===== config.mk =====
export PLATFORM = sky130hd
export DESIGN_NAME = center_of_mass
export DESIGN_NICKNAME = d
export VERILOG_FILES = /design/src/rtl/com_pkg.sv /design/src/rtl/divider.sv /design/src/rtl/center_of_mass.sv
export SDC_FILE = /design/constraint.sdc
export NUM_CORES = 1
export LEC_CHECK = 0
export BUFFER_PORTS_ARGS = -buffer_cell sky130_fd_sc_hd__buf_2
export CORE_MARGIN = 1
export CORE_UTILIZATION = 30
export DETAILED_ROUTE_END_ITERATION = 7
export PLACE_DENSITY_LB_ADDON = 0.25
export SYNTH_ARGS = -nofsm -noshare
export SYNTH_HDL_FRONTEND = slang
export SYNTH_SLANG_ARGS = --single-unit

===== constraint.sdc =====
create_clock -name clk_in -period 3.3 [get_ports clk_in]
set_input_delay 0.495 -clock clk_in [delete_from_list [all_inputs] [get_ports clk_in]]
set_output_delay 0.495 -clock clk_in [all_outputs]
set_load 0.01 [all_outputs]

===== src/rtl/com_pkg.sv =====
// Shared types and default widths for the centroid block.
// Latency: n/a (declarations only).
// Backpressure: n/a.
package com_pkg;

   localparam int H_WIDTH     = 11;
   localparam int V_WIDTH     = 10;
   localparam int COUNT_WIDTH = 20;
   localparam int SUM_WIDTH   = 32;

   typedef enum logic [1:0] {
      IDLE   = 2'd0,
      DIVIDE = 2'd1,
      DONE   = 2'd2
   } com_state_t;

endpackage


===== src/rtl/divider.sv =====
// Unsigned restoring divider, one quotient bit per clock.
// Latency: loads on the start_in edge, done_out pulses WIDTH cycles later.
// Backpressure: none; a start_in while busy restarts the divide.
module divider #(
   parameter int WIDTH = 32
) (
   input  logic             clk_in,
   input  logic             rst_in,
   input  logic             start_in,
   input  logic [WIDTH-1:0] dividend_in,
   input  logic [WIDTH-1:0] divisor_in,
   output logic [WIDTH-1:0] quotient_out,
   output logic [WIDTH-1:0] remainder_out,
   output logic             done_out,
   output logic             busy_out
);

   localparam int CW = $clog2(WIDTH + 1);

   logic [WIDTH:0]   rem_q, rem_d;
   logic [WIDTH-1:0] quo_q, quo_d;
   logic [WIDTH-1:0] dvs_q, dvs_d;
   logic [CW-1:0]    iter_q, iter_d;
   logic             busy_q, busy_d;
   logic             done_q, done_d;
   logic [WIDTH:0]   shifted;

   // One restoring step per cycle: shift in the next dividend bit, subtract
   // when it fits. A zero divisor always "fits", giving an all-ones quotient.
   always_comb begin
      rem_d   = rem_q;
      quo_d   = quo_q;
      dvs_d   = dvs_q;
      iter_d  = iter_q;
      busy_d  = busy_q;
      done_d  = 1'b0;
      shifted = {rem_q[WIDTH-1:0], quo_q[WIDTH-1]};
      if (start_in) begin
         rem_d  = '0;
         quo_d  = dividend_in;
         dvs_d  = divisor_in;
         iter_d = '0;
         busy_d = 1'b1;
      end else if (busy_q) begin
         if (shifted >= {1'b0, dvs_q}) begin
            rem_d = shifted - {1'b0, dvs_q};
            quo_d = {quo_q[WIDTH-2:0], 1'b1};
         end else begin
            rem_d = shifted;
            quo_d = {quo_q[WIDTH-2:0], 1'b0};
         end
         iter_d = iter_q + 1'b1;
         if (iter_q == CW'(WIDTH - 1)) begin
            busy_d = 1'b0;
            done_d = 1'b1;
         end
      end
   end

   // Divider state registers with synchronous reset.
   always_ff @(posedge clk_in) begin
      if (rst_in) begin
         rem_q  <= '0;
         quo_q  <= '0;
         dvs_q  <= '0;
         iter_q <= '0;
         busy_q <= 1'b0;
         done_q <= 1'b0;
      end else begin
         rem_q  <= rem_d;
         quo_q  <= quo_d;
         dvs_q  <= dvs_d;
         iter_q <= iter_d;
         busy_q <= busy_d;
         done_q <= done_d;
      end
   end

   assign quotient_out  = quo_q;
   assign remainder_out = rem_q[WIDTH-1:0];
   assign done_out      = done_q;
   assign busy_out      = busy_q;

endmodule


===== src/rtl/center_of_mass.sv =====
// Accumulates marked-pixel coordinates and divides by the count at frame end.
// Latency: valid_out pulses SUM_WIDTH+2 cycles after the tabulate_in cycle.
// Backpressure: none; tabulate_in while a divide is running is ignored.
module center_of_mass
   import com_pkg::*;
#(
   parameter int H_WIDTH     = com_pkg::H_WIDTH,
   parameter int V_WIDTH     = com_pkg::V_WIDTH,
   parameter int COUNT_WIDTH = com_pkg::COUNT_WIDTH,
   parameter int SUM_WIDTH   = com_pkg::SUM_WIDTH
) (
   input  logic               clk_in,
   input  logic               rst_in,
   input  logic [H_WIDTH-1:0] x_in,
   input  logic [V_WIDTH-1:0] y_in,
   input  logic               valid_in,
   input  logic               tabulate_in,
   output logic [H_WIDTH-1:0] x_out,
   output logic [V_WIDTH-1:0] y_out,
   output logic               valid_out,
   output logic               busy_out
);

   localparam logic [COUNT_WIDTH-1:0] COUNT_MAX = '1;

   com_state_t             state_q, state_d;
   logic [SUM_WIDTH-1:0]   x_sum_q, x_sum_d;
   logic [SUM_WIDTH-1:0]   y_sum_q, y_sum_d;
   logic [COUNT_WIDTH-1:0] count_q, count_d;
   logic [H_WIDTH-1:0]     x_out_q, x_out_d;
   logic [V_WIDTH-1:0]     y_out_q, y_out_d;
   logic                   valid_q, valid_d;
   logic                   busy_q, busy_d;

   // Live sums including this cycle's pixel; these are what a tabulate snapshots.
   logic [SUM_WIDTH-1:0]   x_acc, y_acc;
   logic [COUNT_WIDTH-1:0] count_acc;
   logic                   take, start;

   logic [SUM_WIDTH-1:0]   x_quo, y_quo, x_rem, y_rem;
   logic                   x_done, y_done, x_busy, y_busy;

   // Accumulate, snapshot on tabulate, and sequence IDLE -> DIVIDE -> DONE.
   always_comb begin
      x_acc     = x_sum_q;
      y_acc     = y_sum_q;
      count_acc = count_q;
      if (valid_in) begin
         x_acc = x_sum_q + {{(SUM_WIDTH-H_WIDTH){1'b0}}, x_in};
         y_acc = y_sum_q + {{(SUM_WIDTH-V_WIDTH){1'b0}}, y_in};
         if (count_q != COUNT_MAX) begin
            count_acc = count_q + 1'b1;
         end
      end

      take  = (state_q == IDLE) && tabulate_in;
      start = take && (count_acc != '0);

      x_sum_d = take ? '0 : x_acc;
      y_sum_d = take ? '0 : y_acc;
      count_d = take ? '0 : count_acc;

      state_d = state_q;
      x_out_d = x_out_q;
      y_out_d = y_out_q;
      case (state_q)
         IDLE: begin
            if (start) begin
               state_d = DIVIDE;
            end
         end
         DIVIDE: begin
            if (x_done) begin
               state_d = DONE;
               x_out_d = x_quo[H_WIDTH-1:0];
               y_out_d = y_quo[V_WIDTH-1:0];
            end
         end
         DONE: begin
            state_d = IDLE;
         end
         default: begin
            state_d = IDLE;
         end
      endcase

      busy_d  = (state_d == DIVIDE);
      valid_d = (state_d == DONE);
   end

   // All block state, synchronous reset.
   always_ff @(posedge clk_in) begin
      if (rst_in) begin
         state_q <= IDLE;
         x_sum_q <= '0;
         y_sum_q <= '0;
         count_q <= '0;
         x_out_q <= '0;
         y_out_q <= '0;
         valid_q <= 1'b0;
         busy_q  <= 1'b0;
      end else begin
         state_q <= state_d;
         x_sum_q <= x_sum_d;
         y_sum_q <= y_sum_d;
         count_q <= count_d;
         x_out_q <= x_out_d;
         y_out_q <= y_out_d;
         valid_q <= valid_d;
         busy_q  <= busy_d;
      end
   end

   // Both dividers share divisor and start, so they finish together; x's done
   // flag alone drives the FSM.
   divider #(.WIDTH(SUM_WIDTH)) u_div_x (
      .clk_in        (clk_in),
      .rst_in        (rst_in),
      .start_in      (start),
      .dividend_in   (x_acc),
      .divisor_in    ({{(SUM_WIDTH-COUNT_WIDTH){1'b0}}, count_acc}),
      .quotient_out  (x_quo),
      .remainder_out (x_rem),
      .done_out      (x_done),
      .busy_out      (x_busy)
   );

   divider #(.WIDTH(SUM_WIDTH)) u_div_y (
      .clk_in        (clk_in),
      .rst_in        (rst_in),
      .start_in      (start),
      .dividend_in   (y_acc),
      .divisor_in    ({{(SUM_WIDTH-COUNT_WIDTH){1'b0}}, count_acc}),
      .quotient_out  (y_quo),
      .remainder_out (y_rem),
      .done_out      (y_done),
      .busy_out      (y_busy)
   );

   // Quotient high bits are always zero (centroid lies inside the frame);
   // remainders and the divider status flags are not needed here.
   logic unused_bits;
   assign unused_bits = ^{x_quo[SUM_WIDTH-1:H_WIDTH], y_quo[SUM_WIDTH-1:V_WIDTH],
                          x_rem, y_rem, x_busy, y_busy, y_done};

   assign x_out     = x_out_q;
   assign y_out     = y_out_q;
   assign valid_out = valid_q;
   assign busy_out  = busy_q;

endmodule


==> metrics <==
outcome completed; placed cells 2454; largest net degree at the start of global routing 91; global route hottest layer met2; met1 GRT Util 19.3%; fin crit period 3.19 ns; Yosys warning count 0; Fmax 0.314 GHz; RSZ-0062 raised after global routing yes; die width 225 µm; initial antenna violation count 0; required time of the critical path 3.76 ns; global route overflow 0; Tcrit/Tclk final 96.6%; Die Height 225 µm; Layout area overhead 17.5%; I/O Buffers 47; Rows between 80 and 90; Post-synth EDFFs 0; drt wl/cell 14.6 µm; final hold vios 0; Ports 48; fraction of layout cells with a size suffix above 1 13.4%; Synth Flop Type dfxtp_1; setup TNS 0 ns; worst vdd ir ~0.35 mV; Vias 12.6k; Pins Over Slew Limit 0; clock sink count 272; DIE AREA 50500 µm²; placed cell areas roughly 16000 µm²; drt pass-1 iters 6; vias in the first global route 12.0k; Antenna diodes 0; clock latency on the worst-skew pair 0.56 ns; Bufs on Longest Clock Path 3; synthesis-stage register bit count approximately 270; async set-or-reset flop fraction in the synthesized netlist 0%; WL final 36800 µm; Syn Area/Cell 8.38 µm²; worst slew pin tran 0.807 ns; crit path max fanout 5; Setup Viol. Count Final 0; Clk pin slew, worst setup/hold paths 0.06 ns; Mapped Cells 1775; Netlist cell types around 70; DRC errors left 0; Startpoint Class flop; hold crit path type input port to flop; number of H-tree levels 2; CTS tree yes; Static Leak ~6.8 nW; Initial Util 30.4%; Core Region 49000 µm²; cts bufs inserted 34; Power Dens Cells 607 nW/µm²; slew margin rel. between 40% and 50%; Initial DRC Count 641; Synth Cell Area ~15000 µm²; Routed Antenna Nets 0; met2 Usage GRT 24.8%; skew final 0.0351 ns; global-route wire length before repair 61300 µm; critical path type flop to flop; hold buffers post-CTS 0; nets 1927; design area 17500 µm²; Non-Filler Instances 2523; post-synthesis sequential area ratio between 30% and 40%; gpl congestion roughly 0.85; post-synth net total 1868; crit path capture type flop; clk root buf clkbuf_16; total global-route track usage around 15%; Critical Path AT approximately 3.7 ns; GR Layer Usage met3 approximately 2.3%; Post-DP HPWL around 26000 µm; post-DR vias/cell 4.98; Max Cap Violations 0
==> area by class of cell <==
cell class	count	area (µm²)
inverters	51	191
flip-flops and latches	272	5460
clock inverters	11	106
fillers	5037	31500
clock buffers	50	1010
well taps	664	831
multi-input cells	1343	8910
repair buffers	132	966
==> layout by cell type, fill, tap and decap left out, types with 5 or more instances in the layout <==
cell type / n
a211o_1: 5
a211oi_1: 175
a211oi_2: 20
a21boi_0: 6
a21o_1: 19
a21oi_1: 85
a31oi_1: 11
and3_1: 17
and4_1: 8
buf_12: 6
buf_2: 46
buf_4: 77
clkbuf_1: 6
clkbuf_16: 34
clkbuf_8: 10
clkinv_2: 7
dfxtp_1: 267
ha_1: 63
inv_1: 51
mux2_2: 7
mux2i_1: 49
nand2_1: 125
nand2b_1: 20
nand3_1: 37
nand4_1: 31
nor2_1: 244
nor2b_1: 81
nor3_1: 37
nor4_1: 5
o211ai_1: 21
o21a_1: 7
o21ai_0: 44
o22ai_1: 5
o31ai_1: 6
or3_1: 10
or4_1: 6
xnor2_1: 48
xor2_1: 77
==> per-stage QoR <==
stage               worst slack (ns)  total power [mW]  hold slack [ns]  util [%]
detailed placement          -0.00674              6.92            0.446      33.0
finish                         0.111              10.6            0.318      35.7
CTS                          0.00319              10.7            0.284      35.3
global route                 -0.0393              11.3            0.322      35.7
global placement              0.0569              6.91            0.442      33.0
floorplan                      0.221              6.15            0.441         -
==> kinds of logic after synthesis <==
logic type | share of synthesized area [%]
and+or+nand+nor | 21.3
AOI/OAI and AO/OA | 20.5
DFF | 36.6
buffers and inverters | 4.37
xor gates and xnor gates | 7.36
adders and majority gates | 5.92
muxes | 3.93
==> worst max-delay path: stages, from the launching register on <==
cell	delay [ns]
dfxtp_1	0.35
or4_4	0.55
or4_1	0.50
or4_1	0.53
and3_1	0.22
o211ai_1	0.09
buf_4	0.18
or3b_2	0.46
a311oi_2	0.23
==> registers in the layout, summed over array words and instances, names as in the netlist, 10 cells and up <==
register and count:
x_out 11, u_div_x.quotient_out 32, y_out 10, x_sum_q 32, u_div_x.rem_q 32, u_div_y.rem_q 32, count_q 20, y_sum_q 32
u_div_x.dvs_q 20, u_div_y.quotient_out 32
==> metal layers <==
| metal | up-vias | wire [µm] |
|---|---|---|
| li1 | 6455 | - |
| met1 | 5908 | 17800 |
| met2 | 142 | 17100 |
| met3 | 55 | 1010 |
| met4 | 0 | 830 |
| met5 | - | 0 |
==> cell usage after synthesis, types with 4 or more instances <==
library cell | instances | area [µm²]
dfxtp_1 | 272 | 5450
nand4_1 | 31 | 194
mux2i_1 | 49 | 490
buf_2 | 15 | 75.1
or4_1 | 7 | 52.6
o31ai_1 | 8 | 60.1
a31oi_1 | 11 | 68.8
o21ai_0 | 46 | 230
nor3_1 | 38 | 190
or3_1 | 10 | 62.6
and4_1 | 8 | 70.1
clkbuf_1 | 75 | 282
buf_1 | 14 | 52.6
nor2b_1 | 81 | 507
or2_2 | 4 | 25.0
a211oi_1 | 187 | 1400
o211ai_1 | 21 | 158
a211oi_2 | 8 | 100
o22ai_1 | 5 | 31.3
a21oi_1 | 85 | 425
nand2_1 | 126 | 473
a211o_1 | 5 | 43.8
nand3_1 | 38 | 190
and3_1 | 17 | 106
o21a_1 | 7 | 52.6
a21o_1 | 19 | 143
o31a_1 | 4 | 35.0
mux2_2 | 7 | 78.8
a21boi_0 | 6 | 45.0
xnor2_1 | 48 | 420
fa_1 | 4 | 80.1
xor2_1 | 77 | 674
nor2_1 | 245 | 920
inv_1 | 51 | 191
nand2b_1 | 21 | 131
and2_1 | 4 | 25.0
o2111ai_1 | 4 | 35.0
nor4_1 | 5 | 31.3
ha_1 | 64 | 801
==> repair_timing <==
| item | 4_1_cts | 5_1_grt |
|---|---|---|
| buffers inserted | 2 | 6 |
| endpoints found under the setup margin | 6 | 116 |
| pin swaps | 3 | 6 |
| gates resized for setup | 2 | 32 |
==> path summary, 6_finish.rpt <==
path	endpoint	start	slack, ns	depth (start not counted)
hold reg to reg	y_out[6]	y_out[6]	0.45	2
setup reg to reg	u_div_x.rem_q[21]	u_div_x.rem_q[23]	0.11	8
setup / recovery	u_div_x.rem_q[21]	u_div_x.rem_q[23]	0.11	8
hold / removal	state_q[0]	tabulate_in	0.32	3
==> report_power, final <==
group	internal (mW)	switching (mW)
registers	3.49	0.208
logic	1.45	1.78
clock network	2.15	1.52
Power figures use the tool's default switching activity.
